--- src/rtl/wb_uart_tx_pkg.sv ---
`default_nettype none
// ============================================================================
// Module   : wb_uart_tx_pkg
// Brief    : Register offsets, STATUS bit indices and TX state encoding shared
//            by the Wishbone UART transmitter.
// Revision : 1.0 - initial release
// ============================================================================
package wb_uart_tx_pkg;

    localparam logic [1:0] REG_TXDATA = 2'd0;
    localparam logic [1:0] REG_STATUS = 2'd1;
    localparam logic [1:0] REG_DIVL   = 2'd2;
    localparam logic [1:0] REG_DIVH   = 2'd3;

    localparam int STAT_FULL   = 0;
    localparam int STAT_EMPTY  = 1;
    localparam int STAT_BUSY   = 2;
    localparam int STAT_OVF    = 3;
    localparam int STAT_IRQ_EN = 4;

    typedef enum logic [1:0] {
        ST_IDLE  = 2'd0,
        ST_START = 2'd1,
        ST_DATA  = 2'd2,
        ST_STOP  = 2'd3
    } tx_state_t;

endpackage
`default_nettype wire

--- src/rtl/byte_fifo.sv ---
`default_nettype none
// ============================================================================
// Module   : byte_fifo
// Brief    : Synchronous byte FIFO; pushes when full and pops when empty are
//            ignored. DEPTH must be a power of two.
// Revision : 1.0 - initial release
// ============================================================================
module byte_fifo #(
    parameter int DEPTH = 8
) (
    input  logic                     clk,
    input  logic                     rst_n,
    input  logic                     i_push,
    input  logic [7:0]               i_data,
    input  logic                     i_pop,
    output logic [7:0]               o_data,
    output logic                     o_full,
    output logic                     o_empty,
    output logic [$clog2(DEPTH):0]   o_count
);

    localparam int              c_aw      = $clog2(DEPTH);
    localparam logic [c_aw:0]   c_depth   = (c_aw + 1)'(DEPTH);
    localparam logic [c_aw:0]   c_cnt_one = (c_aw + 1)'(1);
    localparam logic [c_aw-1:0] c_ptr_one = c_aw'(1);

    logic [7:0]      r_mem [DEPTH];
    logic [c_aw-1:0] r_wr_ptr;
    logic [c_aw-1:0] r_rd_ptr;
    logic [c_aw:0]   r_count;
    logic            w_do_push;
    logic            w_do_pop;

    // Fullness is judged on the registered count, so a same-cycle pop never frees a slot
    assign o_full    = (r_count == c_depth);
    assign o_empty   = (r_count == '0);
    assign o_count   = r_count;
    assign o_data    = r_mem[r_rd_ptr];
    assign w_do_push = i_push & ~o_full;
    assign w_do_pop  = i_pop & ~o_empty;

    always_ff @(posedge clk) begin
        if (w_do_push) begin
            r_mem[r_wr_ptr] <= i_data;
        end
    end

    always_ff @(posedge clk or negedge rst_n) begin
        if (!rst_n) begin
            r_wr_ptr <= '0;
            r_rd_ptr <= '0;
            r_count  <= '0;
        end else begin
            if (w_do_push) begin
                r_wr_ptr <= r_wr_ptr + c_ptr_one;
            end
            if (w_do_pop) begin
                r_rd_ptr <= r_rd_ptr + c_ptr_one;
            end
            case ({w_do_push, w_do_pop})
                2'b10:   r_count <= r_count + c_cnt_one;
                2'b01:   r_count <= r_count - c_cnt_one;
                default: r_count <= r_count;
            endcase
        end
    end

endmodule
`default_nettype wire

--- src/rtl/wb_uart_tx.sv ---
`default_nettype none
// ============================================================================
// Module   : wb_uart_tx
// Brief    : Wishbone I/O responder that buffers CPU bytes in a FIFO and sends
//            them as 8N1 frames. Define WB_UART_TX_IRQ_EN for the drain IRQ.
// Revision : 1.0 - initial release
// ============================================================================
module wb_uart_tx
    import wb_uart_tx_pkg::*;
#(
    parameter int          DEPTH     = 8,
    parameter logic [15:0] DIV_RESET = 16'd86
) (
    input  logic        wb_clk_i,
    input  logic        wb_rst_n_i,
    input  logic [15:0] wb_dat_i,
    output logic [15:0] wb_dat_o,
    input  logic [1:0]  wb_adr_i,
    input  logic [1:0]  wb_sel_i,
    input  logic        wb_we_i,
    input  logic        wb_tga_i,
    input  logic        wb_stb_i,
    input  logic        wb_cyc_i,
    output logic        wb_ack_o,
    output logic        txd,
    output logic        irq
);

    logic                   w_req;
    logic                   w_cycle;
    logic                   w_wr;
    logic                   w_push;
    logic                   w_pop;
    logic [7:0]             w_rd_byte;
    logic [7:0]             w_status;
    logic                   r_ack;
    logic [15:0]            r_dat;
    logic [15:0]            r_div;
    logic                   r_ovf;
    logic                   w_irq_en;

    logic [7:0]             w_fifo_data;
    logic                   w_fifo_full;
    logic                   w_fifo_empty;
    logic [$clog2(DEPTH):0] w_fifo_count;

    tx_state_t              r_state;
    tx_state_t              w_state_nxt;
    logic [7:0]             r_shift;
    logic [7:0]             w_shift_nxt;
    logic [2:0]             r_idx;
    logic [2:0]             w_idx_nxt;
    logic [15:0]            r_baud;
    logic [15:0]            w_baud_nxt;
    logic                   r_txd;
    logic                   w_txd_nxt;
    logic                   w_busy;

    logic                   w_unused_bits;

    // One side effect per bus cycle: only the edge that raises ack acts
    assign w_req   = wb_stb_i & wb_cyc_i & wb_tga_i;
    assign w_cycle = w_req & ~r_ack;
    assign w_wr    = w_cycle & wb_we_i & wb_sel_i[0];
    assign w_push  = w_wr & (wb_adr_i == REG_TXDATA);
    assign w_busy  = (r_state != ST_IDLE);

    assign wb_ack_o = r_ack;
    assign wb_dat_o = r_dat;
    assign txd      = r_txd;

    assign w_unused_bits = ^{wb_dat_i[15:8], wb_sel_i[1], w_fifo_count};

    byte_fifo #(
        .DEPTH (DEPTH)
    ) u_fifo (
        .clk     (wb_clk_i),
        .rst_n   (wb_rst_n_i),
        .i_push  (w_push),
        .i_data  (wb_dat_i[7:0]),
        .i_pop   (w_pop),
        .o_data  (w_fifo_data),
        .o_full  (w_fifo_full),
        .o_empty (w_fifo_empty),
        .o_count (w_fifo_count)
    );

    always_comb begin
        w_status              = 8'h00;
        w_status[STAT_FULL]   = w_fifo_full;
        w_status[STAT_EMPTY]  = w_fifo_empty;
        w_status[STAT_BUSY]   = w_busy;
        w_status[STAT_OVF]    = r_ovf;
        w_status[STAT_IRQ_EN] = w_irq_en;
    end

    always_comb begin
        w_rd_byte = 8'h00;
        case (wb_adr_i)
            REG_STATUS: w_rd_byte = w_status;
            REG_DIVL:   w_rd_byte = r_div[7:0];
            REG_DIVH:   w_rd_byte = r_div[15:8];
            default:    w_rd_byte = 8'h00;
        endcase
    end

    always_ff @(posedge wb_clk_i or negedge wb_rst_n_i) begin
        if (!wb_rst_n_i) begin
            r_ack <= 1'b0;
            r_dat <= 16'h0000;
            r_div <= DIV_RESET;
            r_ovf <= 1'b0;
        end else begin
            r_ack <= w_cycle;
            if (w_cycle && !wb_we_i) begin
                r_dat <= {8'h00, w_rd_byte};
            end
            if (w_wr && (wb_adr_i == REG_DIVL)) begin
                r_div[7:0] <= wb_dat_i[7:0];
            end
            if (w_wr && (wb_adr_i == REG_DIVH)) begin
                r_div[15:8] <= wb_dat_i[7:0];
            end
            if (w_push && w_fifo_full) begin
                r_ovf <= 1'b1;
            end else if (w_wr && (wb_adr_i == REG_STATUS) && wb_dat_i[STAT_OVF]) begin
                r_ovf <= 1'b0;
            end
        end
    end

`ifdef WB_UART_TX_IRQ_EN
    logic r_irq_en;
    logic r_irq;

    assign w_irq_en = r_irq_en;
    assign irq      = r_irq;

    always_ff @(posedge wb_clk_i or negedge wb_rst_n_i) begin
        if (!wb_rst_n_i) begin
            r_irq_en <= 1'b0;
            r_irq    <= 1'b0;
        end else begin
            if (w_wr && (wb_adr_i == REG_STATUS)) begin
                r_irq_en <= wb_dat_i[STAT_IRQ_EN];
            end
            r_irq <= r_irq_en & w_fifo_empty & ~w_busy;
        end
    end
`else
    assign w_irq_en = 1'b0;
    assign irq      = 1'b0;
`endif

    always_ff @(posedge wb_clk_i or negedge wb_rst_n_i) begin
        if (!wb_rst_n_i) begin
            r_state <= ST_IDLE;
            r_shift <= 8'h00;
            r_idx   <= 3'd0;
            r_baud  <= 16'h0000;
            r_txd   <= 1'b1;
        end else begin
            r_state <= w_state_nxt;
            r_shift <= w_shift_nxt;
            r_idx   <= w_idx_nxt;
            r_baud  <= w_baud_nxt;
            r_txd   <= w_txd_nxt;
        end
    end

    // Baud counter reloads from the live divisor at every bit start
    always_comb begin
        w_state_nxt = r_state;
        w_shift_nxt = r_shift;
        w_idx_nxt   = r_idx;
        w_baud_nxt  = r_baud;
        w_pop       = 1'b0;
        w_txd_nxt   = 1'b1;
        case (r_state)
            ST_IDLE: begin
                w_txd_nxt = 1'b1;
                if (!w_fifo_empty) begin
                    w_pop       = 1'b1;
                    w_shift_nxt = w_fifo_data;
                    w_baud_nxt  = r_div;
                    w_state_nxt = ST_START;
                end
            end
            ST_START: begin
                w_txd_nxt = 1'b0;
                if (r_baud == 16'h0000) begin
                    w_baud_nxt  = r_div;
                    w_idx_nxt   = 3'd0;
                    w_state_nxt = ST_DATA;
                end else begin
                    w_baud_nxt = r_baud - 16'd1;
                end
            end
            ST_DATA: begin
                w_txd_nxt = r_shift[r_idx];
                if (r_baud == 16'h0000) begin
                    w_baud_nxt = r_div;
                    if (r_idx == 3'd7) begin
                        w_state_nxt = ST_STOP;
                    end else begin
                        w_idx_nxt = r_idx + 3'd1;
                    end
                end else begin
                    w_baud_nxt = r_baud - 16'd1;
                end
            end
            ST_STOP: begin
                w_txd_nxt = 1'b1;
                if (r_baud == 16'h0000) begin
                    // Chain straight into the next frame so there is no idle gap
                    if (!w_fifo_empty) begin
                        w_pop       = 1'b1;
                        w_shift_nxt = w_fifo_data;
                        w_baud_nxt  = r_div;
                        w_state_nxt = ST_START;
                    end else begin
                        w_state_nxt = ST_IDLE;
                    end
                end else begin
                    w_baud_nxt = r_baud - 16'd1;
                end
            end
            default: begin
                w_state_nxt = ST_IDLE;
            end
        endcase
    end

endmodule
`default_nettype wire

--- config.mk ---
export PLATFORM = sky130hd
export DESIGN_NAME = wb_uart_tx
export DESIGN_NICKNAME = d
export VERILOG_FILES = /design/src/rtl/wb_uart_tx_pkg.sv /design/src/rtl/byte_fifo.sv /design/src/rtl/wb_uart_tx.sv
export SDC_FILE = /design/constraint.sdc
export NUM_CORES = 1
export LEC_CHECK = 0
export ABC_CLOCK_PERIOD_IN_PS = 2900
export CAP_MARGIN = 20
export CORE_UTILIZATION = 53
export DETAILED_ROUTE_END_ITERATION = 10
export PLACE_DENSITY = 0.82
export SETUP_SLACK_MARGIN = 0.15
export SLEW_MARGIN = 20
export SYNTH_ARGS = -nofsm -noshare
export SYNTH_HDL_FRONTEND = slang
export SYNTH_SLANG_ARGS = --single-unit
--- constraint.sdc ---
create_clock -name wb_clk_i -period 2.9 [get_ports wb_clk_i]
set_input_delay 0.29 -clock wb_clk_i [delete_from_list [all_inputs] [get_ports wb_clk_i]]
set_output_delay 0.29 -clock wb_clk_i [all_outputs]
set_load 0.02 [all_outputs]
==> results.txt <==
- Standard-cell row count: 39
- The mapped netlist covers 6440 sq um.
- Of the total synthesized cell area, the portion taken by full adders, half adders and majority gates is 2.53%.
- On the final layout, the worst clock skew is 0.00568 ns.
* X dimension of the die: 112 microns
- Entering global routing, the biggest net connects 36 pins.
- The analysis attributes to cell leakage a power of 3.03 nW.
- Clock edge transition at the registers on the reported setup and hold paths: 0.06 ns
* Kind of end point of the critical path: flop
- Area grow syn2layout: 19.6%
* Flops & latches, synth: 130
- A synthesized cell averages 12.4 sq um.
- Remaining global-route overflow: 0
* Aggregate global-route resource usage: 25.6%
* Number of enable-type register cells in the synthesized netlist: 64
- DR WL/cell: 20.7 microns
- Final cell count without fillers: 735
* Number of H-tree branching levels: 4
* Basic-gate share of the synthesized area counting and, or, nand and nor cells: 13.1%
- Iteration count of the initial detailed-routing pass: 8
* Type of the worst setup path: reg2reg
- Reg-to-reg critical path startpoint: r_baud[0]
* Global-route wire length before repair: 24,400 microns
- The detailed router finished its first iteration with 520 violations.
* Antenna violations before repair: 0
- After synthesis, the largest family of logic cells by area is simple AND/OR/NAND/NOR gates.
- Dividing the final minimum period by the clock period gives 92.6%.
* Commonest non-fill, non-tap cells in the layout: sky130_fd_sc_hd__edfxtp_1 (64), sky130_fd_sc_hd__nor2_1 (60), sky130_fd_sc_hd__dfrtp_1 (60)
- The count of nets left with antenna violations once routing finished came out at 0.
- Master cell of the clock root buffer: sky130_fd_sc_hd__clkbuf_16
- During synthesis, Yosys emitted a total of 0 warnings.
- Summing the areas of all xor and xnor instances in the mapped netlist gives 2.18% of the synthesized area.
- After detailed routing, the number of remaining DRC violations is 2.
- Worst R2R Setup Slack: 0.21 ns
- Startpoint class of the critical path: flop
- After technology mapping, the gate count stands at 520.
* Accumulated negative setup slack: 0 ns
- Number of maximum-capacitance violations: 0
- The initial utilization of the core area, before any placement, comes to 55.5%.
- For this design the ratio of total power to cell area is 1040 nW/um^2.
* VDD IR max: 0.737 mV
- Among all flip-flop cells after synthesis, the most frequent one is sky130_fd_sc_hd__edfxtp_1.
* Dpl hpwl: 9330 microns
- At the pin with the least slew margin, the transition time is 0.819 ns.
- Timing would allow up to 0.372 GHz.
* Clock insertion delay at the later pin of the skew report: 0.41 ns
- The clock passes through at most 2 buffers.
* Per-cell via count in the routed design: 6.30
- At the end of the flow the core is filled with cells to 66.3%.
* Number of library cell types mapped by synthesis: 68
- The floorplan step defined a die boundary enclosing 12,600 sq um.
- Summed area of non-filler cells in the final layout: 7700 sq um
* Number of I/O pins: 45
- Leading cell type in the layout, fill and taps excluded: sky130_fd_sc_hd__edfxtp_1
* Vias: 4,632
- Class of the tightest hold or removal check: in2async
* TritonCTS clock tree: yes
- Number of sinks on the clock net: 130
* Diodes inserted: 0
* Number of port buffers: 26
* Slew Limit Fails: 0
- Setup violations remaining at the end of the flow were counted as 0.
- Routed wire length: 15,200 microns
- The checks that failed: design-rule violations.
- FF-to-FF path depth: 13
- Capture instance of the worst register-to-register path: u_fifo.o_count[2]
- Via count of the first global-routing pass: 4,710
- Data arrives at the worst endpoint at 3.02 ns.
- Nets@finish: 618
- Share of flip-flops with an asynchronous set or reset: 50.8%
* Crit path required time: 3.23 ns
- Run status: complete, but fails checks
* Proportion of layout cells with a drive suffix above 1: 25.5%
- Cell area reported after detailed placement: 6950 sq um
- Worst-path maximum fanout: 4
- Final weighted congestion of routability-driven global placement: 0.894
- Share of cell area taken by muxes after synthesis: 12.9%
* Sequential share of the synthesized area: 55.6%
* Setup repair after global routing missed its margin: true
- Period minus WS final: 2.69 ns
- The number of clock buffers added by TritonCTS is 17.
- Height of the die: 112 microns
- Number of instances in the placed design: 691
- The number of hold violations in the final report came to 0.
* Worst relative slew slack: 45.4%
- The region available for standard cell placement spans 11,600 sq um.
* Synth Area in Compound Gates: 10.4%
==> state kept, by name, indices dropped and copies added (netlist names) <==
signal,cells
u_fifo.r_mem,64
wb_dat_o,8
r_ovf,1
r_baud,16
u_fifo.r_wr_ptr,3
r_idx,3
txd,1
u_fifo.r_rd_ptr,3
u_fifo.o_count,4
r_shift,8
r_state,2
wb_ack_o,1
r_div,16
==> Yosys cell counts, types with 3 or more instances <==
master	instances	share of area [%]
sky130_fd_sc_hd__a211oi_1	5	0.58
sky130_fd_sc_hd__a221oi_1	3	0.41
sky130_fd_sc_hd__clkbuf_1	17	0.99
sky130_fd_sc_hd__nor2_1	60	3.5
sky130_fd_sc_hd__mux4_2	18	6.3
sky130_fd_sc_hd__nor4_1	4	0.39
sky130_fd_sc_hd__dfrtp_1	61	24
sky130_fd_sc_hd__and3_1	8	0.78
sky130_fd_sc_hd__nor3_1	6	0.47
sky130_fd_sc_hd__mux2_2	26	4.5
sky130_fd_sc_hd__a21oi_1	27	2.1
sky130_fd_sc_hd__ha_1	13	2.5
sky130_fd_sc_hd__nand2_1	42	2.4
sky130_fd_sc_hd__a22o_1	5	0.68
sky130_fd_sc_hd__o21ai_0	22	1.7
sky130_fd_sc_hd__nand3_1	9	0.70
sky130_fd_sc_hd__a21oi_2	3	0.41
sky130_fd_sc_hd__xor2_1	12	1.6
sky130_fd_sc_hd__nor4b_1	3	0.41
sky130_fd_sc_hd__nand2b_1	4	0.39
sky130_fd_sc_hd__o22ai_1	12	1.2
sky130_fd_sc_hd__dfstp_2	5	2.0
sky130_fd_sc_hd__xnor2_1	4	0.54
sky130_fd_sc_hd__mux2i_1	12	1.9
sky130_fd_sc_hd__buf_4	10	1.2
sky130_fd_sc_hd__inv_1	7	0.41
sky130_fd_sc_hd__a22oi_1	4	0.47
sky130_fd_sc_hd__nand4_1	3	0.29
sky130_fd_sc_hd__edfxtp_1	64	30
sky130_fd_sc_hd__buf_2	3	0.23
sky130_fd_sc_hd__buf_1	3	0.17
==> power breakdown <==
part	leakage (nW)	internal (W)	total, W	switching [W]
sequential	1.39	0.00226	0.00278	0.000519
clock	0.263	0.00119	0.00201	0.000824
combinational	1.38	0.00151	0.00322	0.00170
total	3.03	0.00496	0.00800	0.00305
==> worst max path at each step <==
stage	from	end	depth (start not counted)
6_report	r_baud[0]	u_fifo.o_count[2]	13
5_1_grt	r_baud[0]	u_fifo.o_count[2]	13
3_3_place_gp	r_baud[0]	u_fifo.o_count[2]	13
4_1_cts	r_baud[0]	u_fifo.o_count[3]	11
3_5_place_dp	r_baud[0]	u_fifo.o_count[3]	12
2_1_floorplan	r_baud[0]	u_fifo.o_count[2]	14
==> stage by stage <==
step,setup WS [ns],hold slack [ns],total power [W]
finish,0.214,0.479,0.00800
global route,0.113,0.543,0.00841
CTS,0.171,0.507,0.00774
detailed placement,0.0416,0.401,0.00562
global placement,0.207,0.402,0.00547
floorplan,0.155,-0.00559,0.00487
==> area by class of cell <==
type | count | area (sq um)
Tap cell | 143 | 179
Sequential cell | 130 | 3580
Timing Repair Buffer | 67 | 578
Clock buffer | 18 | 429
Multi-Input combinational cell | 355 | 2770
Clock inverter | 14 | 129
Inverter | 8 | 32.5
Fill cell | 804 | 3910
==> cells by family (layout without fill, tap and decap cells) <==
kind of cell / count (synthesis) / count (layout)
compound gates: 100 / 100
xor+xnor: 16 / 16
fa+ha+maj: 13 / 13
buf+inv: 43 / 107
flops: 130 / 130
mux: 57 / 57
other cells: 1 / 9
simple gates: 160 / 160
==> per-layer routing <==
layer	GRT usage, %	vias to the layer above	share of wire, %
li1	-	2058	-
met1	31.8	2317	40
met2	43.2	218	51
met3	5.89	39	6.4
met4	11.1	0	2.5
met5	0	-	0
==> critical path: stages (launching register included) <==
cell and delay (ns):
sky130_fd_sc_hd__dfrtp_2 0.44, sky130_fd_sc_hd__inv_4 0.08, sky130_fd_sc_hd__ha_4 0.14, sky130_fd_sc_hd__nor4b_4 0.21, sky130_fd_sc_hd__and4_4 0.28, sky130_fd_sc_hd__a21oi_4 0.07, sky130_fd_sc_hd__nor3_4 0.32, sky130_fd_sc_hd__ha_4 0.22
sky130_fd_sc_hd__xor2_2 0.14, sky130_fd_sc_hd__ha_2 0.19, sky130_fd_sc_hd__a21oi_2 0.04, sky130_fd_sc_hd__xor2_1 0.16, sky130_fd_sc_hd__nor2_1 0.14, sky130_fd_sc_hd__xor2_1 0.16
==> what timing repair did <==
action                     CTS  global route
hold buffers                 1             0
gates resized for setup      8            12
buffers inserted             0            11
pin swaps                    2             5
hold endpoints to repair    27             0
setup endpoints to repair    2             2
Power figures use the tool's default switching activity.
